===== src/rtl/mem_arb_pkg.sv =====
// Shared types and defaults for the two-port register-memory arbiter.
package mem_arb_pkg;

  // Request opcodes as they appear on the reqN_op pins.
  typedef enum logic [1:0] {
    OP_READ    = 2'b00,
    OP_WRITE   = 2'b01,
    OP_BITWR   = 2'b10,
    OP_ILLEGAL = 2'b11
  } op_e;

  // Arbitration states: open round-robin, or locked to one owner.
  typedef enum logic [1:0] {
    ST_IDLE = 2'b00,
    ST_OWN0 = 2'b01,
    ST_OWN1 = 2'b10
  } arb_state_e;

  localparam int LOCK_MAX_DEFAULT = 8;

endpackage


===== src/rtl/mem_bank.sv =====
// Word/bit-writable register array with a registered read port.
// The array itself carries no reset, so its contents are undefined until
// written. Resetting does not clear it.
module mem_bank #(
  parameter int ADDR_W = 4,
  parameter int DATA_W = 8,
  parameter int BIT_W  = $clog2(DATA_W)
) (
  input  logic              clk,
  input  logic              rst_n,
  input  logic [ADDR_W-1:0] addr,
  input  logic [DATA_W-1:0] wdata,
  input  logic              word_we,
  input  logic              bit_we,
  input  logic [BIT_W-1:0]  bit_idx,
  input  logic              bit_val,
  input  logic              rd_en,
  output logic [DATA_W-1:0] rdata
);

  logic [DATA_W-1:0] mem [2**ADDR_W];

  // Word writes replace the whole entry; bit writes touch one bit only.
  always_ff @(posedge clk) begin
    if (word_we) begin
      mem[addr] <= wdata;
    end else if (bit_we) begin
      mem[addr][bit_idx] <= bit_val;
    end
  end

  // Read data captures the pre-edge contents and holds until the next read.
  always_ff @(posedge clk or negedge rst_n) begin
    if (!rst_n) begin
      rdata <= '0;
    end else if (rd_en) begin
      rdata <= mem[addr];
    end
  end

endmodule


===== src/rtl/mem_port_arbiter.sv =====
// Two-requester round-robin arbiter with bounded lock, sequencing a single
// port register memory and returning one-cycle response pulses.
module mem_port_arbiter
  import mem_arb_pkg::*;
#(
  parameter int ADDR_W   = 4,
  parameter int DATA_W   = 8,
  parameter int BIT_W    = $clog2(DATA_W),
  parameter int LOCK_MAX = LOCK_MAX_DEFAULT
) (
  input  logic              clk,
  input  logic              rst_n,
  input  logic              req0_valid,
  output logic              req0_ready,
  input  logic [1:0]        req0_op,
  input  logic              req0_lock,
  input  logic [ADDR_W-1:0] req0_addr,
  input  logic [DATA_W-1:0] req0_wdata,
  input  logic [BIT_W-1:0]  req0_bit_idx,
  input  logic              req0_bit_val,
  input  logic              req1_valid,
  output logic              req1_ready,
  input  logic [1:0]        req1_op,
  input  logic              req1_lock,
  input  logic [ADDR_W-1:0] req1_addr,
  input  logic [DATA_W-1:0] req1_wdata,
  input  logic [BIT_W-1:0]  req1_bit_idx,
  input  logic              req1_bit_val,
  output logic              rsp0_valid,
  output logic [DATA_W-1:0] rsp0_rdata,
  output logic              rsp0_err,
  output logic              rsp1_valid,
  output logic [DATA_W-1:0] rsp1_rdata,
  output logic              rsp1_err
);

  localparam int CNT_W = $clog2(LOCK_MAX + 1);
  localparam logic [CNT_W-1:0] LOCK_LAST = CNT_W'(LOCK_MAX - 1);

  arb_state_e        state;
  logic              rr_last;
  logic [CNT_W-1:0]  lock_cnt;

  logic              gnt0;
  logic              gnt1;
  logic              accept;
  logic              sel;

  op_e               sel_op;
  logic              sel_lock;
  logic [ADDR_W-1:0] sel_addr;
  logic [DATA_W-1:0] sel_wdata;
  logic [BIT_W-1:0]  sel_bit_idx;
  logic              sel_bit_val;

  logic [1:0]        rsp_valid_q;
  logic              rsp_err_q;
  logic              rsp_read_q;
  logic [DATA_W-1:0] bank_rdata;

  // Grant decision: a locked owner excludes the other side even when idle;
  // otherwise a tie goes to whoever did not win last.
  always_comb begin
    gnt0 = 1'b0;
    gnt1 = 1'b0;
    case (state)
      ST_IDLE: begin
        if (req0_valid && req1_valid) begin
          gnt0 = rr_last;
          gnt1 = !rr_last;
        end else begin
          gnt0 = req0_valid;
          gnt1 = req1_valid;
        end
      end
      ST_OWN0: gnt0 = req0_valid;
      ST_OWN1: gnt1 = req1_valid;
      default: begin
        gnt0 = 1'b0;
        gnt1 = 1'b0;
      end
    endcase
  end

  assign req0_ready = gnt0;
  assign req1_ready = gnt1;
  assign accept     = gnt0 | gnt1;
  assign sel        = gnt1;

  // Route the granted request's fields toward the memory.
  always_comb begin
    sel_op      = op_e'(sel ? req1_op : req0_op);
    sel_lock    = sel ? req1_lock : req0_lock;
    sel_addr    = sel ? req1_addr : req0_addr;
    sel_wdata   = sel ? req1_wdata : req0_wdata;
    sel_bit_idx = sel ? req1_bit_idx : req0_bit_idx;
    sel_bit_val = sel ? req1_bit_val : req0_bit_val;
  end

  mem_bank #(
    .ADDR_W (ADDR_W),
    .DATA_W (DATA_W),
    .BIT_W  (BIT_W)
  ) u_bank (
    .clk     (clk),
    .rst_n   (rst_n),
    .addr    (sel_addr),
    .wdata   (sel_wdata),
    .word_we (accept && (sel_op == OP_WRITE)),
    .bit_we  (accept && (sel_op == OP_BITWR)),
    .bit_idx (sel_bit_idx),
    .bit_val (sel_bit_val),
    .rd_en   (accept && (sel_op == OP_READ)),
    .rdata   (bank_rdata)
  );

  // Arbitration FSM, lock counter and the one-cycle response registers.
  // The lock counter counts accepted transactions of the current owner, so
  // the release happens on the LOCK_MAX-th transaction of a burst.
  always_ff @(posedge clk or negedge rst_n) begin
    if (!rst_n) begin
      state       <= ST_IDLE;
      rr_last     <= 1'b1;
      lock_cnt    <= '0;
      rsp_valid_q <= 2'b00;
      rsp_err_q   <= 1'b0;
      rsp_read_q  <= 1'b0;
    end else begin
      rsp_valid_q <= {gnt1, gnt0};
      rsp_err_q   <= accept && (sel_op == OP_ILLEGAL);
      rsp_read_q  <= accept && (sel_op == OP_READ);
      if (accept) begin
        rr_last <= sel;
        if (!sel_lock) begin
          state    <= ST_IDLE;
          lock_cnt <= '0;
        end else if (state == ST_IDLE) begin
          state    <= sel ? ST_OWN1 : ST_OWN0;
          lock_cnt <= CNT_W'(1);
        end else if (lock_cnt >= LOCK_LAST) begin
          state    <= ST_IDLE;
          lock_cnt <= '0;
        end else begin
          lock_cnt <= lock_cnt + CNT_W'(1);
        end
      end
    end
  end

  assign rsp0_valid = rsp_valid_q[0];
  assign rsp1_valid = rsp_valid_q[1];
  assign rsp0_err   = rsp_valid_q[0] & rsp_err_q;
  assign rsp1_err   = rsp_valid_q[1] & rsp_err_q;
  assign rsp0_rdata = (rsp_valid_q[0] && rsp_read_q) ? bank_rdata : '0;
  assign rsp1_rdata = (rsp_valid_q[1] && rsp_read_q) ? bank_rdata : '0;

endmodule


===== config.mk =====
export PLATFORM = sky130hd
export DESIGN_NAME = mem_port_arbiter
export DESIGN_NICKNAME = d
export VERILOG_FILES = /design/src/rtl/mem_arb_pkg.sv /design/src/rtl/mem_bank.sv /design/src/rtl/mem_port_arbiter.sv
export SDC_FILE = /design/constraint.sdc
export NUM_CORES = 1
export LEC_CHECK = 0
export ABC_AREA = 1
export BUFFER_PORTS_ARGS = -buffer_cell sky130_fd_sc_hd__buf_4
export CELL_PAD_IN_SITES_DETAIL_PLACEMENT = 1
export CELL_PAD_IN_SITES_GLOBAL_PLACEMENT = 1
export CORE_ASPECT_RATIO = 0.6
export CORE_MARGIN = 1.5
export CORE_UTILIZATION = 33
export DETAILED_ROUTE_END_ITERATION = 16
export PLACE_DENSITY_LB_ADDON = 0.1
export SYNTH_ARGS = -nofsm -noshare
export SYNTH_HDL_FRONTEND = slang
export SYNTH_HIERARCHICAL = 1
export SYNTH_SLANG_ARGS = --single-unit

===== constraint.sdc =====
create_clock -name clk -period 3.25 [get_ports clk]
set_clock_uncertainty 0.05 [all_clocks]
set_input_delay 0.975 -clock clk [delete_from_list [all_inputs] [get_ports clk]]
set_output_delay 0.975 -clock clk [all_outputs]
set_load 0.05 [all_outputs]

# Word level (Yosys, flattened, before mapping)
# Memory sizes are Yosys's and may differ from the RTL's. A register that Yosys moved wholly into a read port is not among the register bits.
# Index checks and enable logic that the tools add are counted.
[op_classes] reduce_logical=13 n_mux=34 n_bitwise=11 eq_ne=6 add_sub_neg=1 order_cmp=3
[ops] operator="$mux 8" count=4
[ops] operator="$mux 1" count=17
[ops] operator="$mux 4" count=4
[ops] operator="$mux 2" count=5
[ops] operator="$or 1x1->1" count=9
[ops] operator="$logic_and 1x1->1" count=8
[ops] operator="$eq 2x2->1 const B" count=3
[ops] operator="$add 4x1->4 const B" count=1
[ops] operator="$eq 2x1->1 const B" count=2
[ops] operator="$ge 4x3->1 const B" count=1
[ops] operator="$logic_not 2->1" count=2
[ops] operator="$lt 3x4->1 const B" count=1
[ops] operator="$pmux 1 s2" count=2
[ops] operator="$demux 1 s3" count=1
[ops] operator="$ge 3x1->1 const B" count=1
[ops] operator="$mux 3" count=1
[ops] operator="$ne 3x1->1 const B" count=1
[ops] operator="$and 1x1->1" count=2
[ops] operator="$logic_not 1->1" count=2
[ops] operator="$reduce_and 2->1" count=1
[word_totals] mem_count=1 reg_bits=11 out_inout_bits=22 ramBits=128
[memory_table] name="u_bank.mem" depth=16 word_bits=8 read_ports=1 rd_ports_with_merged_regs=1 wr=1 line_no="mem_bank.sv:21" rtl="logic [DATA_W-1:0] mem [2**ADDR_W];"

# Longest topological paths before layout
[depth] ltp_word=10 depth_mapped=17

# Cells and area by module
# The synthesis kept the hierarchy.
[modules_own_cells] module="mem_bank" area_each_um2=6436.2 cells_each=717 n_inst=1
[modules_own_cells] module="mem_port_arbiter" area_each_um2=885.8 cells_each=150 n_inst=1

# Worst setup path before layout
# Ideal clock, no wire load.
[synth_path] kind="input-to-reg" startpoint="input port req1_valid" endpoint="memory u_bank.mem[0][2], data pin" cell_stages=11 path_slack_ns=0.157 t_required_ns=2.898 n_path_buf=1 t_arrival_ns=2.740 cell_sequence="inv_1 nor2_4 nand2_4 inv_2 buf_4 nand2_1 nand2_1 inv_1 nor2_1 a21oi_1 a31oi_1"
[synth_via] elab_chain_len=10 elab_cells_between_ends=23 classes_between="order compare: 2; eq/ne: 2; mux: 14; bitwise: 1; reduce/logical: 4"
[synth_rtl] item="from (decl)" line_no="mem_port_arbiter.sv:21" rtl="input logic req1_valid,"
[synth_rtl] item="$logic_and 1x1->1" line_no="mem_port_arbiter.sv:68" rtl="if (req0_valid && req1_valid) begin"
[synth_rtl] item="$mux 1" line_no="mem_port_arbiter.sv:68"
[synth_rtl] item="$pmux 1 s2 *" line_no="mem_port_arbiter.sv:66" rtl="case (state)"
[synth_rtl] item="via req1_ready" line_no="mem_port_arbiter.sv:22" rtl="output logic req1_ready,"
[synth_rtl] item="$mux 3 *" line_no="mem_port_arbiter.sv:96" rtl="sel_bit_idx = sel ? req1_bit_idx : req0_bit_idx;"
[synth_rtl] item="via sel_bit_idx[1]" line_no="mem_port_arbiter.sv:53" rtl="logic [BIT_W-1:0] sel_bit_idx;"
[synth_rtl] item="$lt 3x4->1 (implied by the code) or $ge 3x1->1 (tied branches)" line_no="mem_bank.sv:28" rtl="mem[addr][bit_idx] <= bit_val;"
[synth_rtl] item="$logic_and 1x1->1 (implied by the code)" line_no="mem_bank.sv:28"
[synth_rtl] item="$mux 1 (implied by the code)" line_no="mem_bank.sv:28"
[synth_rtl] item="$demux 1 s3 *"
[synth_rtl] item="$mux 8 (implied by the code) *" line_no="mem_bank.sv:28"
[synth_rtl] item="$mux 1 (no source line) *"
[synth_rtl] item="to (decl)" line_no="mem_bank.sv:21"
# The timed path passes the listed nets; every way through them passes the cells marked *.

# Final worst setup path
[layout_path] startpoint="input port req1_valid" endpoint="output port req1_ready"
[layout_via] elab_chain_len=3
[layout_rtl] item="$logic_and 1x1->1" line_no="mem_port_arbiter.sv:68"
[layout_rtl] item="$mux 1" line_no="mem_port_arbiter.sv:68"
[layout_rtl] item="$pmux 1 s2 *" line_no="mem_port_arbiter.sv:66"
[layout_rtl] item="to (decl)" line_no="mem_port_arbiter.sv:22"
# Every way passes the cells marked *; elsewhere a longest branch is shown, timed or not.

==> qor.csv <==
stage,metric,value,unit
outcome,status,finished clean,
grt,grt_pass1_wl,37.5,mm
setup_path,crit_chain,buf_4 > inv_1 > nor2_4 > nand2_4 > buf_4 > inv_2 > buf_4 > buf_4,
route,m1WireLength,12.2,mm
route,vias,6213,
layout,register_area,4320,um^2
power_and_ir_drop,leakage,3.95,nW
logic_synthesis,synth_top_area_frac,0.525,
setup_path,worstPathArrival,2.11,ns
sta,fin_crit_sh,0.964,
sta,slew_violations,0,
logic_synthesis,ys_types,32,
grt,grt_usage,0.219,
sta,rsz0062_at_grt,no,
cts,insertion_delay,0.43,ns
sta,period_minus_slack,3.13,ns
cts,htreeDepth,4,
floorplan,num_rows,41,
power_and_ir_drop,power_switching,2.61,mW
cts,cts_setup_buffers,0,
placement,numPortBuffers,63,
logic_synthesis,synth.area.top_cells,"edfxtp_1 52%, nand2_1 20%, nor2_1 9.5%",
route,routed_wl,23.9,mm
grt,grt_max_degree,45,
logic_synthesis,netlist_area,7320,um^2
logic_synthesis,syn-num-nets,910,
setup_path,critPathRequiredTime,2.22,ns
power_and_ir_drop,cellPowerDensity,761,nW/um^2
route,wl_per_cell,18.9,um
cts,clk_pin_slew,0.06,ns
setup_path,crit_type,in2out,
floorplan,initial_utilization,0.342,
layout,finish.utilization,0.423,
setup_path,cp_slowest_cell,inv_2,
route,wl_met3,978,um
floorplan,die_w,195,um
layout,area_growth,23.6,%
sta,slew_headroom,0.478,
route,drtPass1Iterations,4,
power_and_ir_drop,switching_share,0.379,
placement,place_hpwl,16.9,mm
setup_path,setup.worst_path.start_class,input port,
setup_path,cp_common_cell,buf_4,
sta,tightest_slew,0.783,ns
setup_path,cp-startpoint,req1_valid,
layout,drive_above_1_share,0.190,
layout,instances_no_fill,1270,
power_and_ir_drop,vdd_drop_max,0.402,mV
grt,grt_pass1_vias,6426,
logic_synthesis,ys_warn_count,6,
floorplan,dieArea,23100,um^2
floorplan,pin_count,64,
logic_synthesis,synth_top_area_cell,edfxtp_1,
cts,cts_max_path_buffers,2,
cts,cts_buffers,17,
min_path,hold_path_class,in2async,
route,postRouteAntennaNets,0,
grt,antenna_found_initial,0,
logic_synthesis,syn_avg_cell_area,8.45,um^2
placement,dp.cells,1238,
sta,finalHoldViolations,0,
floorplan,core_area,21400,um^2
layout,mostFrequentLayoutCells,"397 x nand2_1, 185 x nor2_1, 128 x buf_4, 128 x edfxtp_1, 31 x inv_1",
route,dr_wl_met2,10.5,mm
setup_path,cpPeakStageDelay,0.21,ns
setup_path,cp_max_fo,12,
sta,setup_viol,0,
logic_synthesis,netlist_instances,867,
power_and_ir_drop,p_total,6.88,mW
placement,gp_congestion,0.815,
layout,num-fill-cells,2529,
route,vias_per_cell,4.89,
power_and_ir_drop,p_comb_frac,0.359,
logic_synthesis,ys_seq_area_frac,0.590,
cts,cts.sinks,147,
grt,grt-ovfl-total,0,
route,highest_layer,met4,
route,drcViolationCount,0,
power_and_ir_drop,pwr-share-seq,0.355,
logic_synthesis,synth_seq_cells,147,
setup_path,rr_startpoint,state[0],
route,first_iter_violations,454,
sta,max_freq,319,MHz
layout,final_common_cell,nand2_1,
cts,cts_tree,built,
cts,root_buffer,clkbuf_16,
setup_path,cp-end-kind,output port,
power_and_ir_drop,power_frac_clock,0.286,
power_and_ir_drop,p_int,4.28,mW
flow_run,max-cap-violations,0,
layout,antenna_cells,0,
layout,multiInputGateArea,2650,um^2
layout,nNetsFinal,1021,
floorplan,die_h,118,um
-- flip-flops by register name, summed over array words and instances, names as in the netlist --
name	count
state	2
rsp_valid_q	2
u_bank/rdata	8
u_bank/mem	128
rr_last	1
lock_cnt	4
rsp_read_q	1
rsp_err_q	1
-- Yosys cell counts (all sizes together) --
cell	instances
clkbuf	5
o21ai	3
nand3	20
nor2	194
dfrtp	18
o21bai	1
dfstp	1
ha	1
buf	34
edfxtp	128
a21oi	13
a31oi	3
nand4	3
inv	35
nor3	4
o211ai	1
o22ai	2
clkinv	1
nand2	400
-- critical path: cells and delay by family --
family        cells  cell delay, ns
buf+inv           6            0.90
simple gates      2            0.21
-- final timing paths --
kind	end	slack, ns	cells past startpoint
max	req1_ready	0.12	8
min	rsp_valid_q[0]	0.37	1
max reg2reg	u_bank/mem[11][7]	0.32	11
min reg2reg	rr_last	0.44	2
max in group asynchronous	rr_last	2.51	1
min in group clk	rr_last	0.44	2
-- per-layer routing --
layer	vias up	global-route usage
met5	-	0
met4	0	0.0649
li1	2963	-
met1	3108	0.321
met2	118	0.329
met3	24	0.0405
-- cell type report --
cell class,count,share of cell area
repair buffers,131,0.113
flip-flops and latches,147,0.478
inverters,36,0.0149
well taps,279,0.0386
clock inverters,12,0.0154
clock buffers,20,0.0483
multi-input cells,645,0.292
-- power groups by stage --
stage | sequential (mW) | combinational (mW) | clock (mW)
6_report | 2.45 | 2.47 | 1.97
5_1_grt | 2.47 | 2.72 | 2.08
4_1_cts | 2.45 | 2.48 | 2.01
3_5_place_dp | 2.48 | 2.46 | 0
3_3_place_gp | 2.47 | 2.40 | 0
2_1_floorplan | 2.48 | 1.47 | 0
-- logic make-up after synthesis --
kind of cell | Yosys count | share of synthesized area
AND/OR/NAND/NOR | 621 | 0.335
flip-flops | 147 | 0.590
buffers and inverters | 75 | 0.0499
AO/OA/AOI/OAI | 23 | 0.0231
adder cells (fa/ha/maj) | 1 | 0.00171
-- what timing repair did --
action | 4_1_cts | 5_1_grt
hold buffers | 0 | 0
setup endpoints to repair | 0 | 32
hold endpoints to repair | 0 | 0
resized for setup | 0 | 2
-- stage by stage --
| stage | setup TNS [ns] | worst slack, ns | area [um^2] | hold WS, ns |
|---|---|---|---|---|
| 6_report | 0 | 0.118 | 9050 | 0.370 |
| 5_1_grt | 0 | 0.0142 | 9050 | 0.377 |
| 4_1_cts | 0 | 0.0305 | 9040 | 0.360 |
| 3_5_place_dp | -20.10 | -0.419 | 8460 | 0.433 |
| 3_3_place_gp | -7.41 | -0.187 | 8460 | 0.423 |
| 2_1_floorplan | 0 | 0.157 | 7320 | 0.406 |
No activity file was read; power rests on OpenSTA's default activity.
